--- src/rtl/chrono_ctrl_if.sv ---
// Button-pulse inputs and tick/count outputs between debouncer, chrono_ctrl and the time counter.
// The master side drives the button pulses; the slave side is the controller.
interface chrono_ctrl_if;
    logic       start_stop;
    logic       clear;
    logic       mode;
    logic       inc;
    logic       sec_tick;
    logic       min_tick;
    logic       hour_tick;
    logic       cnt_clear;
    logic       running;
    logic [1:0] state;
    logic [7:0] sec_cnt;
    logic [7:0] min_cnt;
    logic [7:0] hour_cnt;

    modport master (
        output start_stop, clear, mode, inc,
        input  sec_tick, min_tick, hour_tick, cnt_clear, running, state,
        input  sec_cnt, min_cnt, hour_cnt
    );

    modport slave (
        input  start_stop, clear, mode, inc,
        output sec_tick, min_tick, hour_tick, cnt_clear, running, state,
        output sec_cnt, min_cnt, hour_cnt
    );
endinterface

--- src/rtl/chrono_ctrl.sv ---
// Run/stop/set sequencer for the h:m:s time counter: 1 Hz prescaler, cascaded tick pulses
// and mirror counts. Every output comes straight from a register.
//
// state    | meaning
// ---------+-------------------------------------------------------------
// STOP     | idle; prescaler holds its fractional second
// RUN      | prescaler counting; second ticks cascade into min/hour
// SET_MIN  | inc steps minutes (59 -> 0), no carry into hours
// SET_HOUR | inc steps hours (99 -> 0)
module chrono_ctrl #(
    parameter int TICK_DIV = 50_000_000,
    parameter int PRE_W    = 26
) (
    input  logic           clk,
    input  logic           reset,
    chrono_ctrl_if.slave   bus
);

    typedef enum logic [1:0] {
        ST_STOP     = 2'b00,
        ST_RUN      = 2'b01,
        ST_SET_MIN  = 2'b10,
        ST_SET_HOUR = 2'b11
    } state_t;

    localparam logic [PRE_W-1:0] PRE_LAST = PRE_W'(TICK_DIV - 1);
    localparam logic [7:0]       SEC_MAX  = 8'd59;
    localparam logic [7:0]       MIN_MAX  = 8'd59;
    localparam logic [7:0]       HOUR_MAX = 8'd99;

    state_t           state_q;
    logic             running_q;
    logic [PRE_W-1:0] pre_q;
    logic [7:0]       sec_q;
    logic [7:0]       min_q;
    logic [7:0]       hour_q;
    logic             sec_tick_q;
    logic             min_tick_q;
    logic             hour_tick_q;
    logic             cnt_clear_q;

    always_ff @(posedge clk or posedge reset) begin
        if (reset) begin
            state_q     <= ST_STOP;
            running_q   <= 1'b0;
            pre_q       <= '0;
            sec_q       <= '0;
            min_q       <= '0;
            hour_q      <= '0;
            sec_tick_q  <= 1'b0;
            min_tick_q  <= 1'b0;
            hour_tick_q <= 1'b0;
            cnt_clear_q <= 1'b0;
        end else begin
            sec_tick_q  <= 1'b0;
            min_tick_q  <= 1'b0;
            hour_tick_q <= 1'b0;
            cnt_clear_q <= 1'b0;

            // clear outranks everything and leaves the state alone, even in RUN
            if (bus.clear) begin
                pre_q       <= '0;
                sec_q       <= '0;
                min_q       <= '0;
                hour_q      <= '0;
                cnt_clear_q <= 1'b1;
            end else begin
                unique case (state_q)
                    ST_STOP: begin
                        if (bus.start_stop) begin
                            state_q   <= ST_RUN;
                            running_q <= 1'b1;
                        end else if (bus.mode) begin
                            state_q <= ST_SET_MIN;
                        end
                    end

                    ST_RUN: begin
                        // the wrap still fires on the cycle that stops the clock
                        if (pre_q == PRE_LAST) begin
                            pre_q      <= '0;
                            sec_tick_q <= 1'b1;
                            if (sec_q == SEC_MAX) begin
                                sec_q      <= '0;
                                min_tick_q <= 1'b1;
                                if (min_q == MIN_MAX) begin
                                    min_q       <= '0;
                                    hour_tick_q <= 1'b1;
                                    hour_q      <= (hour_q == HOUR_MAX) ? 8'd0 : hour_q + 8'd1;
                                end else begin
                                    min_q <= min_q + 8'd1;
                                end
                            end else begin
                                sec_q <= sec_q + 8'd1;
                            end
                        end else begin
                            pre_q <= pre_q + 1'b1;
                        end
                        if (bus.start_stop) begin
                            state_q   <= ST_STOP;
                            running_q <= 1'b0;
                        end
                    end

                    ST_SET_MIN: begin
                        if (bus.start_stop) begin
                            state_q <= ST_STOP;
                        end else if (bus.mode) begin
                            state_q <= ST_SET_HOUR;
                        end else if (bus.inc) begin
                            min_q      <= (min_q == MIN_MAX) ? 8'd0 : min_q + 8'd1;
                            min_tick_q <= 1'b1;
                        end
                    end

                    ST_SET_HOUR: begin
                        if (bus.start_stop || bus.mode) begin
                            state_q <= ST_STOP;
                        end else if (bus.inc) begin
                            hour_q      <= (hour_q == HOUR_MAX) ? 8'd0 : hour_q + 8'd1;
                            hour_tick_q <= 1'b1;
                        end
                    end
                endcase
            end
        end
    end

    assign bus.sec_tick  = sec_tick_q;
    assign bus.min_tick  = min_tick_q;
    assign bus.hour_tick = hour_tick_q;
    assign bus.cnt_clear = cnt_clear_q;
    assign bus.running   = running_q;
    assign bus.state     = state_q;
    assign bus.sec_cnt   = sec_q;
    assign bus.min_cnt   = min_q;
    assign bus.hour_cnt  = hour_q;

endmodule

--- src/flat_wrapper.sv ---
// flat-port wrapper written by rule: the top's interface ports become plain ports
module chrono_ctrl_flat 
#(
    parameter int TICK_DIV = 50_000_000,
    parameter int PRE_W    = 26
)
  (clk, reset, bus_start_stop, bus_clear, bus_mode, bus_inc, bus_sec_tick, bus_min_tick, bus_hour_tick, bus_cnt_clear, bus_running, bus_state, bus_sec_cnt, bus_min_cnt, bus_hour_cnt);
  chrono_ctrl_if bus_i ();
  input  logic clk;
  input  logic reset;
  input wire logic [$bits(bus_i.start_stop)-1:0] bus_start_stop;
  input wire logic [$bits(bus_i.clear)-1:0] bus_clear;
  input wire logic [$bits(bus_i.mode)-1:0] bus_mode;
  input wire logic [$bits(bus_i.inc)-1:0] bus_inc;
  output wire logic [$bits(bus_i.sec_tick)-1:0] bus_sec_tick;
  output wire logic [$bits(bus_i.min_tick)-1:0] bus_min_tick;
  output wire logic [$bits(bus_i.hour_tick)-1:0] bus_hour_tick;
  output wire logic [$bits(bus_i.cnt_clear)-1:0] bus_cnt_clear;
  output wire logic [$bits(bus_i.running)-1:0] bus_running;
  output wire logic [$bits(bus_i.state)-1:0] bus_state;
  output wire logic [$bits(bus_i.sec_cnt)-1:0] bus_sec_cnt;
  output wire logic [$bits(bus_i.min_cnt)-1:0] bus_min_cnt;
  output wire logic [$bits(bus_i.hour_cnt)-1:0] bus_hour_cnt;
  assign bus_i.start_stop = bus_start_stop;
  assign bus_i.clear = bus_clear;
  assign bus_i.mode = bus_mode;
  assign bus_i.inc = bus_inc;
  assign bus_sec_tick = bus_i.sec_tick;
  assign bus_min_tick = bus_i.min_tick;
  assign bus_hour_tick = bus_i.hour_tick;
  assign bus_cnt_clear = bus_i.cnt_clear;
  assign bus_running = bus_i.running;
  assign bus_state = bus_i.state;
  assign bus_sec_cnt = bus_i.sec_cnt;
  assign bus_min_cnt = bus_i.min_cnt;
  assign bus_hour_cnt = bus_i.hour_cnt;
  chrono_ctrl #(.TICK_DIV(TICK_DIV), .PRE_W(PRE_W)) u_core (.clk(clk), .reset(reset), .bus(bus_i));
endmodule
--- config.mk ---
export PLATFORM = sky130hd
export DESIGN_NAME = chrono_ctrl_flat
export DESIGN_NICKNAME = d
export VERILOG_FILES = /design/src/rtl/chrono_ctrl_if.sv /design/src/rtl/chrono_ctrl.sv /design/src/flat_wrapper.sv
export SDC_FILE = /design/constraint.sdc
export NUM_CORES = 1
export LEC_CHECK = 0
export ABC_CLOCK_PERIOD_IN_PS = 2800
export CAP_MARGIN = 0
export CORE_ASPECT_RATIO = 1.4
export CORE_MARGIN = 10
export CORE_UTILIZATION = 50
export DETAILED_ROUTE_END_ITERATION = 10
export GPL_TIMING_DRIVEN = 1
export PLACE_DENSITY = 0.75
export RECOVER_POWER = 50
export SLEW_MARGIN = 10
export SYNTH_ARGS = -nofsm -noshare
export SYNTH_HDL_FRONTEND = slang
export SYNTH_SLANG_ARGS = --single-unit
--- constraint.sdc ---
create_clock -name clk -period 2.8 [get_ports clk]
set_input_delay 0.84 -clock clk [delete_from_list [all_inputs] [get_ports clk]]
set_output_delay 0.84 -clock clk [all_outputs]
set_load 0.02 [all_outputs]
Word-level counts from Yosys, hierarchy flattened
Index checks and enable logic that the tools add are counted.
Operators by class
  $add $sub $neg: 4
  reduce and logical (&&, ||, !) cells: 12
  eq/ne operators: 20
  muxes and demuxes: 50
  bitwise logic cells: 1
Operators with widths (number)
  2-to-1 mux 8 bit: 18
  2-to-1 mux 26 bit: 3
  case mux 8 bit (2 select lines): 2
  adder 26 x 1 -> 26 bit, second input constant: 1
  equality test 26 bit, second input constant: 1
  adder 8 x 1 -> 8 bit, second input constant: 3
  inequality test 3 bit, second input constant: 7
  2-to-1 mux 1 bit: 17
  equality test 8 x 6 -> 1 bit, second input constant: 2
  2-to-1 mux 2 bit: 6
  AND reduction 6 bit: 2
  inequality test 3 x 2 -> 1 bit, second input constant: 3
  equality test 8 x 7 -> 1 bit, second input constant: 1
  case mux 2 bit (4 select lines): 1
  case mux 1 bit (2 select lines): 3
  nonzero test 2 bit: 3
  nonzero test 3 bit: 2
  AND reduction 5 bit: 1
  equality test 2 bit, second input constant: 2
  inequality test 2 bit, second input constant: 2
  AND reduction 4 bit: 1
  equality test 2 x 1 -> 1 bit, second input constant: 1
  logical NOT 2 bit: 1
  inequality test 2 x 1 -> 1 bit, second input constant: 1
  3 further kinds: 3
Word-level totals
  flip-flop bits (word level): 57

Longest topological paths before layout
Gate-level depths: netlist (run 1).
  word-level depth: 7
  depth in mapped cells: 8
  depth with buffers taken out: 8

Worst setup path before layout (run 1)
No wires, ideal clock.
  path kind: reg2reg
  start: register u_core.min_q[0] (netlist: u_core.bus.min_cnt[0])
  end: register u_core.hour_q[6] (netlist: u_core.bus.hour_cnt[6])
  path slack: 400 ps
  data required time: 2660 ps
  setup time: 140 ps
  cell stages (with the launch flop): 7
  arrival time: 2260 ps
  period minus slack after synthesis: 2400 ps
  cells stage by stage: dfrtp_1 > ha_1 > nand4_1 > nor4_1 > nand4_1 > a221oi_1 > o22ai_1
On the way
  cells in the longest elaborated chain, start to end: 3
RTL lines
  start: declaration: RTL line chrono_ctrl.sv:35  | logic [7:0] min_q;
  start signal: assignment: RTL line chrono_ctrl.sv:91  | min_q <= min_q + 8'd1;
  start signal: assignment: RTL line chrono_ctrl.sv:111  | min_q <= (min_q == MIN_MAX) ? 8'd0 : min_q + 8'd1;
  equality test 8 x 6 -> 1 bit: RTL line chrono_ctrl.sv:86  | if (min_q == MIN_MAX) begin
  inequality test 3 x 2 -> 1 bit (no line)
  AND reduction 6 bit (no line)
  end signal: assignment: RTL line chrono_ctrl.sv:89  | hour_q <= (hour_q == HOUR_MAX) ? 8'd0 : hour_q + 8'd1;
  end signal: assignment: RTL line chrono_ctrl.sv:120  | hour_q <= (hour_q == HOUR_MAX) ? 8'd0 : hour_q + 8'd1;
  end: declaration: RTL line chrono_ctrl.sv:36  | logic [7:0] hour_q;
Every way passes these cells.
A chain may end at the register's enable or synchronous reset.

Worst setup path in the final report (run 1)
  start: input port bus_start_stop
  end: register u_core.min_q[6] (netlist: u_core.bus.min_cnt[6])
On the way
  cells in the longest elaborated chain, start to end: 2
RTL lines
  start: declaration: RTL line flat_wrapper.sv:11  | input wire logic [$bits(bus_i.start_stop)-1:0] bus_start_stop;
  inequality test 3 bit (no line)
  AND reduction 6 bit (no line)
Every way passes these cells.

==> results of run 1 <==
cell families (layout without fill, tap and decap cells):
logic type / after synthesis / count (layout) / share of synthesized area
AND/OR/NAND/NOR: 165 / 165 / 0.2796
AO/OA/AOI/OAI: 94 / 94 / 0.1791
flip-flops: 57 / 57 / 0.4325
buffers and inverters: 38 / 99 / 0.04552
adder cells (fa/ha/maj): 8 / 8 / 0.03035
multiplexers: 8 / 8 / 0.02504
XOR/XNOR: 3 / 3 / 0.007968
per-layer routing:
| layer | GRT usage | wire length, µm | vias up |
|---|---|---|---|
| met1 | 0.1930 | 3478 | 1554 |
| met4 | 0.07676 | 172 | 0 |
| li1 | - | - | 1520 |
| met3 | 0.04187 | 420 | 14 |
| met2 | 0.2994 | 4392 | 77 |
| met5 | 0 | 0 | - |
per-stage QoR:
step	power (mW)	hold WS, ns
final	2.315	0.4910
after global routing	2.455	0.5277
after CTS	2.344	0.4862
after detailed placement	1.663	0.4762
after global placement	1.650	0.4699
after floorplan	1.387	0.4458
cells in the mapped netlist (all sizes together), types with 3 or more instances:
| master | number |
|---|---|
| nor2 | 22 |
| nor4 | 3 |
| nor3 | 13 |
| ha | 8 |
| nand4 | 14 |
| a31oi | 10 |
| and3 | 9 |
| clkbuf | 13 |
| o22ai | 6 |
| a41oi | 6 |
| o21ai | 23 |
| xor2 | 3 |
| or3 | 9 |
| dfrtp | 57 |
| nand3 | 31 |
| nand2 | 31 |
| mux2i | 6 |
| o211ai | 5 |
| a21oi | 24 |
| inv | 23 |
| or4 | 9 |
| and4 | 4 |
| a211oi | 5 |
| nor2b | 6 |
power by group through the flow:
stage	Sequential, mW	Clock, mW	Combinational, mW
5_1_grt	0.954	0.729	0.772
4_1_cts	0.943	0.694	0.707
6_report	0.942	0.679	0.694
2_1_floorplan	0.992	0	0.396
3_3_place_gp	0.958	0	0.693
3_5_place_dp	0.959	0	0.704
layout make-up:
class	instances	area (µm²)
Multi-Input combinational cell	278	1718
Fill cell	564	2462
Timing Repair Buffer	59	520.5
Tap cell	74	92.59
Inverter	24	90.09
Clock buffer	9	123.9
Clock inverter	7	47.55
Sequential cell	57	1426
how the worst min path moves through the flow:
| stage | depth (start not counted) | end | slack [ns] |
|---|---|---|---|
| 4_1_cts | 1 | u_core.pre_q[19] | 0.49 |
| 3_5_place_dp | 1 | u_core.pre_q[19] | 0.48 |
| 3_3_place_gp | 1 | u_core.pre_q[19] | 0.47 |
| 5_1_grt | 1 | u_core.pre_q[19] | 0.53 |
| 2_1_floorplan | 1 | u_core.pre_q[19] | 0.45 |
| 6_report | 1 | u_core.pre_q[19] | 0.49 |
state kept, by name, indices dropped and copies added, names as in the netlist:
| signal | count |
|---|---|
| u_core.bus.min_tick | 1 |
| u_core.bus.running | 1 |
| u_core.pre_q | 26 |
| u_core.bus.hour_cnt | 8 |
| u_core.bus.state | 2 |
| u_core.bus.cnt_clear | 1 |
| u_core.bus.sec_tick | 1 |
| u_core.bus.min_cnt | 8 |
| u_core.bus.sec_cnt | 8 |
| u_core.bus.hour_tick | 1 |
worst max-delay path, cell delays in order:
cell and delay [ns]:
sky130_fd_sc_hd__clkdlybuf4s50_1 0.42, sky130_fd_sc_hd__nor4bb_1 0.31, sky130_fd_sc_hd__buf_4 0.18, sky130_fd_sc_hd__o211ai_1 0.09, sky130_fd_sc_hd__o31a_1 0.30, sky130_fd_sc_hd__or4_1 0.48, sky130_fd_sc_hd__a21oi_1 0.16
==> tab_implementation.tex, run 1 <==
\begin{tabular}{lr}
\hline
Metric & Value \\
\hline
\multicolumn{2}{l}{\textbf{Outcome}} \\
\quad Outcome & completed \\
\multicolumn{2}{l}{\textbf{Setup path}} \\
\quad Number of cells traversed by the worst register-to-register path & 8 \\
\quad Endpoint of the worst setup timing path & u\_core.bus.min\_cnt[6] \\
\quad Worst path required time & between 3 and 4 ns \\
\quad Class of the most critical setup path & in -> reg \\
\quad Critical Path Start & bus\_start\_stop \\
\quad Source of the worst register-to-register timing path & u\_core.bus.state[0] \\
\quad Crit path capture type & flop \\
\quad Max FO, Critical Path & 5 \\
\quad Slack of the worst reg-to-reg path & 0.39 ns \\
\quad Startpoint type of the worst setup path & input pin \\
\quad Destination of the worst register-to-register timing path & u\_core.bus.min\_cnt[6] \\
\quad Critical path arrival & between 2 and 3 ns \\
\multicolumn{2}{l}{\textbf{Drt}} \\
\quad DRC & 0 \\
\quad Via Count & 3,165 \\
\quad Routed Antenna Nets & 0 \\
\quad Number of iterations in the first detailed-routing pass & 4 \\
\quad 1st-iter DRT viols & around 210 \\
\quad Total wire length & between 8000 and 9000 µm \\
\quad Routed length per instance & 16.66 µm \\
\quad Routed via count divided by cell count & 6.230 \\
\multicolumn{2}{l}{\textbf{Synth}} \\
\quad Register area share after synthesis & 0.4325 \\
\quad Flip-flop and latch count after synthesis & 57 \\
\quad Count of flip-flops with a built-in enable after synthesis & 0 \\
\quad Netlist area before placement & approximately 3300 µm² \\
\quad Synth top area cells & sky130\_fd\_sc\_hd\_\_dfrtp\_1, sky130\_fd\_sc\_hd\_\_nand3\_1, sky130\_fd\_sc\_hd\_\_a21oi\_1 \\
\quad Library cell with the largest summed area after synthesis & sky130\_fd\_sc\_hd\_\_dfrtp\_1 \\
\quad Most used flip-flop cell after synthesis & sky130\_fd\_sc\_hd\_\_dfrtp\_1 \\
\quad Share of the synthesized area in the top cell type & 0.4325 \\
\quad Unique cell type count in the Yosys netlist & 51 \\
\quad Post-synthesis net count & just under 400 \\
\quad Number of instances in the synthesized netlist & 373 \\
\quad Number of warnings issued by yosys & 0 \\
\quad Syn avg cell area & slightly below 9 µm² \\
\quad Share of synthesized registers carrying an async set or reset & 1.000 \\
\multicolumn{2}{l}{\textbf{Clocking}} \\
\quad Hold buffer count at CTS & 0 \\
\quad Maximum buffer depth of the clock tree & 2 \\
\quad Clk sinks & 57 \\
\quad Gates resized, CTS repair & 0 \\
\quad Number of levels in the clock H-tree & 3 \\
\quad Skew-Pair Late Insertion Delay & 0.34 ns \\
\quad Post-CTS clock slew at the launch and capture registers of the worst setup and hold paths & about 0.07 ns \\
\quad CTS Root Buffer Type & sky130\_fd\_sc\_hd\_\_clkbuf\_8 \\
\quad Buffer count from post-CTS setup fixing & 0 \\
\quad Clock tree from TritonCTS & built \\
\quad CTS Buf Count & 9 \\
\multicolumn{2}{l}{\textbf{Layout}} \\
\quad Most frequent cells in the layout & sky130\_fd\_sc\_hd\_\_dfrtp\_1, sky130\_fd\_sc\_hd\_\_clkdlybuf4s50\_1, sky130\_fd\_sc\_hd\_\_nand2\_1 \\
\quad Final Cell Area & 4019 µm² \\
\quad Layout Nets & around 440 \\
\quad Post-synthesis to final-layout area growth & 21.85\% \\
\quad Leading cell type in the layout, fill and taps excluded & sky130\_fd\_sc\_hd\_\_dfrtp\_1 \\
\quad Core Util, Final & 0.6201 \\
\quad Fraction of layout cells with a size suffix above 1 & 0.1014 \\
\quad Finished Layout Cells & 508 \\
\quad Final antenna diode count & 0 \\
\multicolumn{2}{l}{\textbf{Floorplan}} \\
\quad Die width & 88.64 µm \\
\quad Die footprint & just over 10,000 µm² \\
\quad Core Box Area & roughly 6500 µm² \\
\quad Starting Density & 0.5089 \\
\quad Number of rows created at floorplan & 35 \\
\quad Die Ht & between 100 and 150 µm \\
\quad I/O pin cnt & 37 \\
\multicolumn{2}{l}{\textbf{Global routing}} \\
\quad Final global-route overflow total & 0 \\
\quad Tot GR Track Use & 0.1724 \\
\quad Number of global-route vias before repair & around 3.1k \\
\quad Global-route wire length before repair & 14,340 µm \\
\quad Initial antenna violation count & 0 \\
\quad Pin count of the biggest net entering global routing & 58 \\
\multicolumn{2}{l}{\textbf{Timing}} \\
\quad Final setup violation count & 0 \\
\quad Tightest Pin Transition & roughly 1.4 ns \\
\quad Post-route fraction of the period consumed by the critical path & 0.9055 \\
\quad Number of endpoints with negative hold slack in the final report & 0 \\
\quad Clock Skews & between 0.009 and 0.01 ns \\
\quad RSZ-0062 raised after global routing & no \\
\quad Setup slack of the critical path after layout & approximately 0.26 ns \\
\quad Setup TNS & 0 ns \\
\quad Clock period minus final worst setup slack & about 2.5 ns \\
\quad Slew Viols, Final & 0 \\
\quad Relative max-transition margin & 0.03361 \\
\quad Maximum operating frequency & $\sim$390 MHz \\
\multicolumn{2}{l}{\textbf{Place}} \\
\quad Total half-perimeter wirelength after legalization and detailed placement & between 6000 and 7000 µm \\
\quad Weighted congestion reported at the end of routability-driven placement & between 0.8 and 0.9 \\
\quad Count of buffers from port buffering & 36 \\
\quad Cells after DPL & 492 \\
\quad Placed Instance Area & roughly 3900 µm² \\
\quad Worst slack after detailed placement & -0.05278 ns \\
\multicolumn{2}{l}{\textbf{Min path}} \\
\quad Startpoint of the most critical hold path & u\_core.pre\_q[19] \\
\quad Worst hold-check path type & reg -> reg \\
\multicolumn{2}{l}{\textbf{Pwr}} \\
\quad Switching power summed over all nets & about 0.85 mW \\
\quad Peak ir drop on the vdd network & 0.3407 mV \\
\quad Net switching share of the total power & 0.3660 \\
\quad Relative contribution of sequential cells to total power & 0.407 \\
\quad Part of the power in combinational logic & 0.300 \\
\quad Internal power of the cells & 1.468 mW \\
\quad Leakage power & approximately 1.6 nW \\
\quad Power density relative to cell area & a little under 600 nW/µm² \\
\quad Portion of total power attributed to the clock network & 0.293 \\
\multicolumn{2}{l}{\textbf{Run}} \\
\quad Number of violations of the max-capacitance limit & 0 \\
\hline
\end{tabular}
Power figures use the tool's default switching activity.
==> run 2: changes to the inputs <==
==> constraint.sdc (replaced) <==
create_clock -name clk -period 2.8 [get_ports clk]
set_input_delay 0.56 -clock clk [delete_from_list [all_inputs] [get_ports clk]]
set_output_delay 0.56 -clock clk [all_outputs]
set_load 0.02 [all_outputs]
==> tab_implementation.tex, run 2 (synthesis gave the netlist of run 1 again) <==
\begin{tabular}{lr}
\hline
Metric & Value \\
\hline
\multicolumn{2}{l}{\textbf{Drt}} \\
\quad Number of iterations in the first detailed-routing pass & 4 (unchanged) \\
\quad Routed length per instance & 17.28 µm (+3.7\%) \\
\quad DRC & 0 (unchanged) \\
\quad Via Count & 3,126 (-1.2\%) \\
\quad Total wire length & 8638 µm (+2.1\%) \\
\quad Routed via count divided by cell count & 6.252 (+0.35\%) \\
\quad 1st-iter DRT viols & 195 (-5.3\%) \\
\quad Routed Antenna Nets & 0 (unchanged) \\
\multicolumn{2}{l}{\textbf{Pwr}} \\
\quad Relative contribution of sequential cells to total power & 0.373 (-0.034) \\
\quad Internal power of the cells & 1.712 mW (+17\%) \\
\quad Leakage power & 1.650 nW (+1.8\%) \\
\quad Part of the power in combinational logic & 0.272 (-0.028) \\
\quad Portion of total power attributed to the clock network & 0.355 (+0.062) \\
\quad Power density relative to cell area & 627.2 nW/µm² (+8.9\%) \\
\quad Peak ir drop on the vdd network & 0.4245 mV (+25\%) \\
\quad Net switching share of the total power & 0.3227 (-0.04329) \\
\quad Switching power summed over all nets & 0.8156 mW (-3.7\%) \\
\multicolumn{2}{l}{\textbf{Clocking}} \\
\quad Clk sinks & 57 (unchanged) \\
\quad Hold buffer count at CTS & 0 (unchanged) \\
\quad Maximum buffer depth of the clock tree & 2 (unchanged) \\
\quad CTS Buf Count & 9 (unchanged) \\
\quad Skew-Pair Late Insertion Delay & 0.34 ns (about the same) \\
\quad CTS Root Buffer Type & sky130\_fd\_sc\_hd\_\_clkbuf\_8 \\
\quad Gates resized, CTS repair & 0 (unchanged) \\
\quad Number of levels in the clock H-tree & 3 (unchanged) \\
\quad Clock tree from TritonCTS & built \\
\quad Buffer count from post-CTS setup fixing & 0 (unchanged) \\
\quad Post-CTS clock slew at the launch and capture registers of the worst setup and hold paths & 0.07 ns (about the same) \\
\multicolumn{2}{l}{\textbf{Setup path}} \\
\quad Max FO, Critical Path & 13 (+8) \\
\quad Cell chain of the critical path & inv\_1 > ha\_1 > nor4bb\_1 > buf\_4 > o211ai\_1 > o31a\_1 > or4\_1 > a21oi\_1 \\
\quad Crit path capture type & flop \\
\quad Startpoint type of the worst setup path & flop \\
\quad Worst path required time & 3.05 ns (about the same) \\
\quad Class of the most critical setup path & reg -> reg \\
\quad Highest cell delay on the worst timing path & 0.51 ns (+0.03 ns) \\
\quad Critical path arrival & 2.73 ns (-0.06 ns) \\
\quad Max stage delay cell, worst path & sky130\_fd\_sc\_hd\_\_or4\_1 \\
\multicolumn{2}{l}{\textbf{Layout}} \\
\quad Fraction of layout cells with a size suffix above 1 & 0.08451 (-0.01688) \\
\quad Leading cell type in the layout, fill and taps excluded & sky130\_fd\_sc\_hd\_\_dfrtp\_1 \\
\quad Final-layout fill cell count & 584 (+3.5\%) \\
\quad Register name with the most flops & u\_core.pre\_q \\
\quad Largest register FFs & 26 (unchanged) \\
\quad Final antenna diode count & 0 (unchanged) \\
\quad Layout Nets & 436 (-1.6\%) \\
\quad Post-synthesis to final-layout area growth & 22.19\% \\
\quad Most frequent cells in the layout & sky130\_fd\_sc\_hd\_\_dfrtp\_1, sky130\_fd\_sc\_hd\_\_nand2\_1, sky130\_fd\_sc\_hd\_\_nand3\_1 \\
\multicolumn{2}{l}{\textbf{Global routing}} \\
\quad Final global-route overflow total & 0 (unchanged) \\
\quad Number of global-route vias before repair & 3,158 (+2.2\%) \\
\quad Pin count of the biggest net entering global routing & 58 (unchanged) \\
\quad Tot GR Track Use & 0.1760 (+0.003641) \\
\quad Initial antenna violation count & 0 (unchanged) \\
\quad Global-route wire length before repair & 14,550 µm (+1.4\%) \\
\multicolumn{2}{l}{\textbf{Place}} \\
\quad Total half-perimeter wirelength after legalization and detailed placement & 6059 µm (-0.18\%) \\
\quad Weighted congestion reported at the end of routability-driven placement & 0.9101 (+3.3\%) \\
\quad Count of buffers from port buffering & 36 (unchanged) \\
\quad Worst slack after detailed placement & 0.07139 ns (+0.1242 ns) \\
\multicolumn{2}{l}{\textbf{Timing}} \\
\quad Setup slack of the critical path after layout & 0.3199 ns (+0.05526 ns) \\
\quad Tightest Pin Transition & 1.448 ns (-0.001315 ns) \\
\quad Clock Skews & 0.008827 ns (-0.0009530 ns) \\
\quad Slew Viols, Final & 0 (unchanged) \\
\quad Relative max-transition margin & 0.03448 (+0.0008766) \\
\quad Worst hold margin & 0.4904 ns (-0.0006640 ns) \\
\quad Setup TNS & 0 ns (unchanged) \\
\quad Clock period minus final worst setup slack & 2.480 ns (-0.05526 ns) \\
\quad Post-route fraction of the period consumed by the critical path & 0.8857 (-0.01974) \\
\quad Maximum operating frequency & 403.2 MHz (+2.2\%) \\
\quad Number of endpoints with negative hold slack in the final report & 0 (unchanged) \\
\quad Final setup violation count & 0 (unchanged) \\
\quad RSZ-0062 raised after global routing & no \\
\multicolumn{2}{l}{\textbf{Floorplan}} \\
\quad Die width & 88.64 µm (unchanged) \\
\quad Number of rows created at floorplan & 35 (unchanged) \\
\quad Starting Density & 0.5089 (unchanged) \\
\quad I/O pin cnt & 37 (unchanged) \\
\quad Die Ht & 116.1 µm (unchanged) \\
\quad Core Box Area & 6481 µm² (unchanged) \\
\quad Die footprint & 10,290 µm² (unchanged) \\
\multicolumn{2}{l}{\textbf{Run}} \\
\quad Number of violations of the max-capacitance limit & 0 (unchanged) \\
\multicolumn{2}{l}{\textbf{Min path}} \\
\quad Worst hold-check path type & reg -> reg \\
\multicolumn{2}{l}{\textbf{Outcome}} \\
\quad Outcome & completed \\
\hline
\end{tabular}
## run 2: changes by cell type in the layout (fill, tap and decap cells not counted), sizes merged
cell           change
clkbuf             +3
clkinvlp           -5
bufinv             +2
clkinv             -2
buf                -6
dlygate4sd3        +6
clkdlybuf4s50      -6
## run 2: layer usage
layer,up-vias,track usage,wire [µm]
met2,84,0.3102,4570
met3,12,0.05024,432
met5,-,0,0
met4,0,0.08108,138
met1,1527,0.1875,3495
li1,1503,-,-
## run 2: power groups by stage
stage / clock network (mW) / logic [mW] / registers (mW)
4_1_cts: 0.915 / 0.699 / 0.943
3_5_place_dp: 0 / 0.697 / 0.958
3_3_place_gp: 0 / 0.675 / 0.955
2_1_floorplan: 0 / 0.396 / 0.992
5_1_grt: 0.953 / 0.772 / 0.954
6_report: 0.897 / 0.687 / 0.943
## run 2: critical path, delay by kind of cell, from the launching register on
kind | cells | cell delay [ns]
AND/OR/NAND/NOR | 2 | 0.81
AO/OA/AOI/OAI | 3 | 0.63
flip-flops | 1 | 0.44
buffers and inverters | 2 | 0.29
adder cells (fa/ha/maj) | 1 | 0.22
## run 2: worst paths after layout
path,cells past startpoint,start,endpoint,slack [ns]
max in group asynchronous,3,reset,u_core.pre_q[7],0.78
worst min register to register,1,u_core.pre_q[19],u_core.pre_q[19],0.49
worst max-delay path,8,u_core.bus.state[0],u_core.bus.min_cnt[6],0.32
min in group asynchronous,3,reset,u_core.bus.min_tick,1.15
worst min-delay path,1,u_core.pre_q[19],u_core.pre_q[19],0.49
worst max register to register,8,u_core.bus.state[0],u_core.bus.min_cnt[6],0.32
## run 2: per-stage QoR
stage | cells | area (µm²) | power, mW | utilization
floorplan | 373 | 3298 | 1.387 | -
global placement | 485 | 3811 | 1.630 | 0.5880
detailed placement | 485 | 3811 | 1.655 | 0.5880
CTS | 500 | 4040 | 2.557 | 0.6234
global route | 500 | 4030 | 2.678 | 0.6218
finish | 500 | 4030 | 2.528 | 0.6218
## run 2: layout make-up
class,count,area (µm²),area share
clock buffer,13,168.9,0.04191
clock inverter,2,60.06,0.01490
inverter,24,90.09,0.02235
multi-input combinational,278,1722,0.4272
sequential,57,1426,0.3539
tap,74,92.59,0.02297
timing repair buffer,52,470.5,0.1167
